<file path="src/rtl/rtc_bus_pkg.sv">
// Shared definitions for the RTC multiplexed address/data bus master:
// state encoding, default phase length and strobe levels.
package rtc_bus_pkg;

    typedef enum logic [2:0] {
        ST_IDLE     = 3'd0,
        ST_A_SETUP  = 3'd1,
        ST_A_STROBE = 3'd2,
        ST_A_HOLD   = 3'd3,
        ST_D_SETUP  = 3'd4,
        ST_D_STROBE = 3'd5,
        ST_D_HOLD   = 3'd6
    } bus_state_t;

    localparam int   T_PHASE_DEFAULT = 4;
    localparam logic STROBE_IDLE     = 1'b1;
    localparam logic STROBE_ACTIVE   = 1'b0;

    // Fixed phase order of a transfer; the hold phase of data returns to idle.
    function automatic bus_state_t next_phase(input bus_state_t s);
        case (s)
            ST_A_SETUP:  next_phase = ST_A_STROBE;
            ST_A_STROBE: next_phase = ST_A_HOLD;
            ST_A_HOLD:   next_phase = ST_D_SETUP;
            ST_D_SETUP:  next_phase = ST_D_STROBE;
            ST_D_STROBE: next_phase = ST_D_HOLD;
            ST_D_HOLD:   next_phase = ST_IDLE;
            default:     next_phase = ST_IDLE;
        endcase
    endfunction

endpackage

</file>
<file path="src/rtl/phase_timer.sv">
// Phase length counter: counts 0..T_PHASE-1 while run is high and flags the
// last cycle of the phase; restarts at zero whenever the phase ends or run drops.
module phase_timer #(
    parameter int T_PHASE = 4
) (
    input  logic clk,
    input  logic Reset,
    input  logic run,
    output logic tc
);

    localparam int CW = (T_PHASE > 1) ? $clog2(T_PHASE) : 1;
    localparam logic [CW-1:0] LAST = CW'(T_PHASE - 1);

    logic [CW-1:0] cnt_r;

    // Phase cycle counter, cleared at each phase boundary so it never wraps.
    always_ff @(posedge clk or negedge Reset) begin
        if (!Reset) begin
            cnt_r <= '0;
        end else if (!run || tc) begin
            cnt_r <= '0;
        end else begin
            cnt_r <= cnt_r + CW'(1);
        end
    end

    assign tc = run && (cnt_r == LAST);

endmodule

</file>
<file path="src/rtl/rtc_ad_bus.sv">
// RTC bus master: runs one address phase and one data phase on a multiplexed
// AD bus for each accepted request; all bus outputs are registered.
module rtc_ad_bus
    import rtc_bus_pkg::*;
#(
    parameter int T_PHASE = T_PHASE_DEFAULT
) (
    input  logic       clk,
    input  logic       Reset,
    input  logic       req,
    input  logic       wr,
    input  logic [7:0] address,
    input  logic [7:0] data_mod,
    output logic       busy,
    output logic       done,
    output logic [7:0] data_rd,
    output logic [7:0] ad_out,
    output logic       ad_oe,
    input  logic [7:0] ad_in,
    output logic       CS_n,
    output logic       RD_n,
    output logic       WR_n,
    output logic       AD_n
);

    bus_state_t state_r, state_nxt_s;
    logic       phase_tc_s;
    logic       accept_s;
    logic       wr_r;
    logic [7:0] addr_r, wdata_r;
    logic       wr_nxt_s;
    logic [7:0] addr_nxt_s, wdata_nxt_s;

    logic       busy_r, done_r, ad_oe_r, cs_n_r, rd_n_r, wr_n_r, ad_n_r;
    logic [7:0] ad_out_r, data_rd_r;
    logic       busy_nxt_s, done_nxt_s, ad_oe_nxt_s;
    logic       cs_n_nxt_s, rd_n_nxt_s, wr_n_nxt_s, ad_n_nxt_s;
    logic [7:0] ad_out_nxt_s;

    phase_timer #(.T_PHASE(T_PHASE)) u_phase_timer (
        .clk   (clk),
        .Reset (Reset),
        .run   (state_r != ST_IDLE),
        .tc    (phase_tc_s)
    );

    assign accept_s    = (state_r == ST_IDLE) && req;
    assign wr_nxt_s    = accept_s ? wr       : wr_r;
    assign addr_nxt_s  = accept_s ? address  : addr_r;
    assign wdata_nxt_s = accept_s ? data_mod : wdata_r;

    // Next-state selection.
    always_comb begin
        state_nxt_s = state_r;
        if (state_r == ST_IDLE) begin
            if (req) begin
                state_nxt_s = ST_A_SETUP;
            end else begin
                state_nxt_s = ST_IDLE;
            end
        end else if (phase_tc_s) begin
            state_nxt_s = next_phase(state_r);
        end else begin
            state_nxt_s = state_r;
        end
    end

    // Bus output values for the state about to be entered, so the registered
    // outputs line up with the state register.
    always_comb begin
        cs_n_nxt_s   = STROBE_IDLE;
        rd_n_nxt_s   = STROBE_IDLE;
        wr_n_nxt_s   = STROBE_IDLE;
        ad_n_nxt_s   = 1'b1;
        ad_oe_nxt_s  = 1'b0;
        ad_out_nxt_s = 8'h00;
        busy_nxt_s   = (state_nxt_s != ST_IDLE);
        done_nxt_s   = (state_r == ST_D_HOLD) && phase_tc_s;
        case (state_nxt_s)
            ST_A_SETUP, ST_A_HOLD: begin
                ad_n_nxt_s   = 1'b0;
                ad_oe_nxt_s  = 1'b1;
                ad_out_nxt_s = addr_nxt_s;
            end
            ST_A_STROBE: begin
                ad_n_nxt_s   = 1'b0;
                ad_oe_nxt_s  = 1'b1;
                ad_out_nxt_s = addr_nxt_s;
                cs_n_nxt_s   = STROBE_ACTIVE;
                wr_n_nxt_s   = STROBE_ACTIVE;
            end
            ST_D_SETUP, ST_D_HOLD: begin
                ad_oe_nxt_s  = wr_nxt_s;
                ad_out_nxt_s = wr_nxt_s ? wdata_nxt_s : 8'h00;
            end
            ST_D_STROBE: begin
                ad_oe_nxt_s  = wr_nxt_s;
                ad_out_nxt_s = wr_nxt_s ? wdata_nxt_s : 8'h00;
                cs_n_nxt_s   = STROBE_ACTIVE;
                if (wr_nxt_s) begin
                    wr_n_nxt_s = STROBE_ACTIVE;
                end else begin
                    rd_n_nxt_s = STROBE_ACTIVE;
                end
            end
            default: begin
                ad_oe_nxt_s = 1'b0;
            end
        endcase
    end

    // State register and request latches.
    always_ff @(posedge clk or negedge Reset) begin
        if (!Reset) begin
            state_r <= ST_IDLE;
            wr_r    <= 1'b0;
            addr_r  <= 8'h00;
            wdata_r <= 8'h00;
        end else begin
            state_r <= state_nxt_s;
            wr_r    <= wr_nxt_s;
            addr_r  <= addr_nxt_s;
            wdata_r <= wdata_nxt_s;
        end
    end

    // Registered bus outputs; read data is taken on the final strobe cycle.
    always_ff @(posedge clk or negedge Reset) begin
        if (!Reset) begin
            busy_r    <= 1'b0;
            done_r    <= 1'b0;
            ad_oe_r   <= 1'b0;
            ad_out_r  <= 8'h00;
            cs_n_r    <= STROBE_IDLE;
            rd_n_r    <= STROBE_IDLE;
            wr_n_r    <= STROBE_IDLE;
            ad_n_r    <= 1'b1;
            data_rd_r <= 8'h00;
        end else begin
            busy_r   <= busy_nxt_s;
            done_r   <= done_nxt_s;
            ad_oe_r  <= ad_oe_nxt_s;
            ad_out_r <= ad_out_nxt_s;
            cs_n_r   <= cs_n_nxt_s;
            rd_n_r   <= rd_n_nxt_s;
            wr_n_r   <= wr_n_nxt_s;
            ad_n_r   <= ad_n_nxt_s;
            if ((state_r == ST_D_STROBE) && phase_tc_s && !wr_r) begin
                data_rd_r <= ad_in;
            end else begin
                data_rd_r <= data_rd_r;
            end
        end
    end

    assign busy    = busy_r;
    assign done    = done_r;
    assign ad_oe   = ad_oe_r;
    assign ad_out  = ad_out_r;
    assign CS_n    = cs_n_r;
    assign RD_n    = rd_n_r;
    assign WR_n    = wr_n_r;
    assign AD_n    = ad_n_r;
    assign data_rd = data_rd_r;

endmodule

</file>
<file path="config.mk">
export PLATFORM = sky130hd
export DESIGN_NAME = rtc_ad_bus
export DESIGN_NICKNAME = d
export VERILOG_FILES = /design/src/rtl/rtc_bus_pkg.sv /design/src/rtl/phase_timer.sv /design/src/rtl/rtc_ad_bus.sv
export SDC_FILE = /design/constraint.sdc
export NUM_CORES = 1
export LEC_CHECK = 0
export ABC_CLOCK_PERIOD_IN_PS = 3450
export BUFFER_PORTS_ARGS = -buffer_cell sky130_fd_sc_hd__buf_2
export CORE_MARGIN = 8
export CORE_UTILIZATION = 30
export DETAILED_ROUTE_END_ITERATION = 8
export PLACE_DENSITY_LB_ADDON = 0.05
export SLEW_MARGIN = 20
export SYNTH_ARGS = -nofsm -noshare
export SYNTH_HDL_FRONTEND = slang
export SYNTH_HIERARCHICAL = 1
export SYNTH_SLANG_ARGS = --single-unit
</file>
<file path="constraint.sdc">
create_clock -name clk -period 3.45 [get_ports clk]
set_input_delay 0.5175 -clock clk [delete_from_list [all_inputs] [get_ports clk]]
set_output_delay 0.5175 -clock clk [all_outputs]
set_load 0.02 [all_outputs]
</file>
After elaboration in Yosys (flattened, before gate mapping)
Cells that the tools add are included.
- bits in registers: 45
- latch bits: 0
- RAM bits: 0
- bits in read-only memories: 0
- input port bits: 28
- logic and storage cells: 59
- memories: 0
- add/sub/neg operators: 1
- multiply operators: 0
- div/mod/pow operators: 0
- order comparisons: 0
- eq/ne operators: 13
- shift-type cells: 0
- multiplexer cells: 17
- bitwise logic cells: 0
- reductions and logical operators: 14
- operators by type and width (cell ; count):
    two-way mux 8 bit ; 3
    equality test 3 bit (second input constant) ; 6
    one-hot mux 8 bit (2 select lines) ; 1
    one-hot mux 3 bit (5 select lines) ; 1
    equality test 3 x 2 -> 1 bit (second input constant) ; 4
    two-way mux 1 bit ; 7
    equality test 3 x 1 -> 1 bit (second input constant) ; 2
    two-way mux 3 bit ; 2
    nonzero test 3 bit ; 2
    OR reduction 3 bit ; 2
    logical AND 1 bit ; 5
    one-hot mux 1 bit (2 select lines) ; 2
    logical NOT 3 bit ; 1
    adder 2 x 1 -> 2 bit (second input constant) ; 1
    equality test 2 bit (second input constant) ; 1
    logical NOT 1 bit ; 2
    two-way mux 2 bit ; 1
    OR reduction 2 bit ; 1
    logical OR 1 bit ; 1

Longest topological paths before layout
- depth after elaboration: 7
- depth in mapped cells: 9
- depth with buffers taken out: 7

Modules after synthesis
The synthesis kept the hierarchy.
- by module, submodules not included (module ; instances ; cells each ; area an instance (sq um)):
    rtc_ad_bus ; 1 ; 141 ; 1875.5
    phase_timer ; 1 ; 6 ; 91.3

Least setup slack after synthesis
Ideal clock, no wire load.
- kind: reg-to-reg
- start point: reg state_r[0]
- end point: reg busy_r, in the netlist busy
- setup time: 0.131 ns
- arrival time: 2.086 ns
- required time: 3.319 ns
- path slack: 1.233 ns
- stages on the path, launching flop included: 9
- clock period less this slack: 2.217 ns
- cell sequence: dfrtp_1 > or3_4 > and2_2 > buf_2 > nand2_1 > nor2_1 > a22oi_1 > inv_1 > or3_1
- word-level cells in the longest chain between the ends: 5
- elaborated cells on any way between the ends: 12
- those cells by class: eq/ne (5); mux (3); reduce/logical (4)
- RTL lines (item ; line ; source):
    start, declared ; rtc_ad_bus.sv:26 ; bus_state_t state_r, state_nxt_s;
    start signal, assigned ; rtc_ad_bus.sv:120 ; state_r <= state_nxt_s;
    nonzero test 3 bit ; rtc_ad_bus.sv:43 ; .run (state_r != ST_IDLE),
    logical AND 1 bit ; phase_timer.sv:28 ; assign tc = run && (cnt_r == LAST);
    via phase_tc_s ; rtc_ad_bus.sv:27 ; logic phase_tc_s;
    two-way mux 3 bit ; rtc_ad_bus.sv:61 ; end else if (phase_tc_s) begin
    two-way mux 3 bit ; rtc_ad_bus.sv:55 ; if (state_r == ST_IDLE) begin
    via state_nxt_s[1] ; rtc_ad_bus.sv:26 ;
    nonzero test 3 bit ; rtc_ad_bus.sv:77 ; busy_nxt_s = (state_nxt_s != ST_IDLE);
    via busy_nxt_s ; rtc_ad_bus.sv:36 ; logic busy_nxt_s, done_nxt_s, ad_oe_nxt_s;
    end signal, assigned ; rtc_ad_bus.sv:140 ; busy_r <= busy_nxt_s;
    end, declared ; rtc_ad_bus.sv:34 ; logic busy_r, done_r, ad_oe_r, cs_n_r, rd_n_r, wr_n_r, ad_n_r;
The timed path passes the listed nets, and every way through them passes these cells.
A chain may end at the register's enable or synchronous reset.

Worst setup path after layout
- start point: reg state_r[1]
- end point: reg busy_r, in the netlist busy
Same word-level chain as after synthesis.

==> run metrics <==
Post-CTS Setup Inserts 0; pin count of the biggest net entering global routing 46; Crit Path Max Fanout 11; Max stage delay cell, worst path dfrtp_1; Worst Path Required 3.62 ns; root buf cell clkbuf_8; Worst-Skew Late Latency 0.29 ns; # hold bufs at CTS 0; worst slew pin tran slightly below 0.6 ns; All-Layer GR Usage between 9 and 10%; sequential share of the synthesized area 57.5%; switching share of power a little under two fifths; final setup violation count 0; Final min period between 2 and 2.5 ns; Worst Path Buf+Inv 1; Worst R2R Path Depth 7; Post-route DRC 0; status finished clean; Slew headroom 60.0%; P&R area growth vs syn 21.0%; CP max stage delay 0.51 ns; Die ar. 0.00940 sq mm; final core utilization 37.5%; Synthesized Nets 177; Worst Clk Skew 0.00529 ns; max cap viols 0; design area 0.00238 sq mm; clock sink count 45; Via-to-Cell Ratio 4.55; register share of total power 38.8%; post-route setup TNS 0 ns; Antenna Cells 0; vias in the first global route between 1,000 and 1,500; area of the mapped netlist 0.00197 sq mm; grt ovf 0; hpwl dp 3000 microns; final worst slack 1.08 ns; Post-Layout Cell Count 277; clk buf depth 2; initial antenna violation count 0; commonest non-fill, non-tap cell in the layout buf_2; TritonRoute pass-1 iters 4; fmax 422 MHz; # IOs 51; Reg2Reg Launch Point state_r[1]; P_int 1.37 mW; Clock transition at path regs 0.08 ns; CTS tree yes; #FFs+latches synth 45; largest delay contributor family on the critical path simple AND/OR/NAND/NOR gates; Worst IR Drop VDD 362 uV; CTS resizes 0; Yosys warnings 6; DRT antenna net count 0; most common flop cell mapped by yosys dfrtp_1; die height between 90 and 100 microns; Final GP Congestion 0.736; cts bufs inserted 5; first-pass GRT wire length 7080 microns; core area approximately 0.0063 sq mm; EDFF count, synth 0; Placed Cells 269; syn_area_per_cell 13.4 sq um; Synth cell types 39; Slew Viols, Final 0; I/O Buffers 50; most frequent cells in the layout 49 x buf_2, 41 x dfrtp_1, 14 x mux2_2; r2r setup slk 1.08 ns; Post-DP Area 0.00226 sq mm; drt first-iter violations 80; routed wire length 4160 microns; part of the power in the clock network 18.7%; Die X 97.0 microns; critical path class register to register; post-place setup slack 1.06 ns; Psw 799 uW; Initial Utilization 31.0%; CP Launch Type register; CTS H-tree depth 2; WP depth 7; Cell Rows 29; asr flop ratio synth 100%; Final Cycle Share 68.6%; Pleak 1.14 nW; Cell Pwr Density around 900 mW/mm^2; CP endpoint kind register; Crit path arrival time 2.54 ns; routed len/inst 15.0 microns; RSZ-0062 raised after global routing false; Final Net Count 229; worst hold-check path type input port to async pin; layout cells sized above 1 48.5%; worst r2r dst busy; final hold vios 0; Cells after Synth 147; worst path cell trace or3_4 -> and2_2 -> nand2_1 -> nor2_1 -> a22oi_1 -> inv_1 -> or3_1; via count 1,261; power share of the combinational group 42.5%
-- cell usage after synthesis, types with 3 or more instances --
cell | instances | area share [%]
mux2_4 | 3 | 2.3
nand2_2 | 6 | 1.9
nand2_1 | 7 | 1.3
inv_1 | 12 | 2.3
nor2_1 | 3 | 0.57
mux2i_1 | 9 | 4.6
a21oi_1 | 4 | 1.0
o22ai_2 | 7 | 4.5
dfstp_2 | 4 | 5.3
dfrtp_1 | 41 | 52
o21ai_1 | 3 | 0.76
mux2_2 | 14 | 8.0
-- per-stage QoR --
stage / hold slack, ns / power, mW
3_5_place_dp: 0.455 / 1.79
2_1_floorplan: 0.222 / 1.59
4_1_cts: 0.419 / 2.21
6_report: 0.201 / 2.17
3_3_place_gp: 0.448 / 1.77
5_1_grt: 0.235 / 2.34
-- routing by layer --
layer	track usage [%]	share of wire, %
met3	3.77	5.5
met2	15.4	51
met4	3.55	1.1
met1	10.3	43
met5	0	0
-- worst max-delay path by stage --
| stage | startpoint | to | slack, ns |
|---|---|---|---|
| final | state_r[1] | busy | 1.08 |
| after global routing | state_r[1] | ad_out[3] | 0.91 |
| after CTS | state_r[1] | busy | 1.05 |
| after detailed placement | state_r[1] | busy | 1.06 |
| after global placement | state_r[1] | ad_out[7] | 1.09 |
| after floorplan | state_r[0] | busy | 1.23 |
-- sequential cells by signal, summed over array words and instances (netlist names) --
register	flops
CS_n	1
wdata_r	8
done	1
WR_n	1
busy	1
ad_out	8
state_r	3
ad_oe	1
data_rd	8
u_phase_timer/cnt_r	2
wr_r	1
addr_r	8
RD_n	1
AD_n	1
-- logic make-up after synthesis --
| group | after synthesis | share of synthesized area (%) |
|---|---|---|
| flip-flops | 45 | 57.5 |
| AND/OR/NAND/NOR | 32 | 11.1 |
| multiplexers | 26 | 14.9 |
| AO/OA/AOI/OAI | 25 | 10.3 |
| buffers and inverters | 17 | 4.96 |
| adder cells (fa/ha/maj) | 2 | 1.27 |
-- cell type report --
| cell class | count | area, sq um |
|---|---|---|
| flip-flops and latches | 45 | 1130 |
| inverters | 12 | 45.0 |
| fillers | 621 | 3970 |
| multi-input cells | 85 | 738 |
| clock buffers | 7 | 86.3 |
| well taps | 77 | 96.3 |
| clock inverters | 1 | 30.0 |
| repair buffers | 50 | 253 |
-- power groups by stage --
stage	clock network [mW]	registers [mW]	logic, mW
floorplan	0	0.920	0.674
global placement	0	0.849	0.924
detailed placement	0	0.855	0.940
CTS	0.422	0.846	0.943
global route	0.451	0.872	1.02
finish	0.406	0.841	0.920
Power figures use the tool's default switching activity.
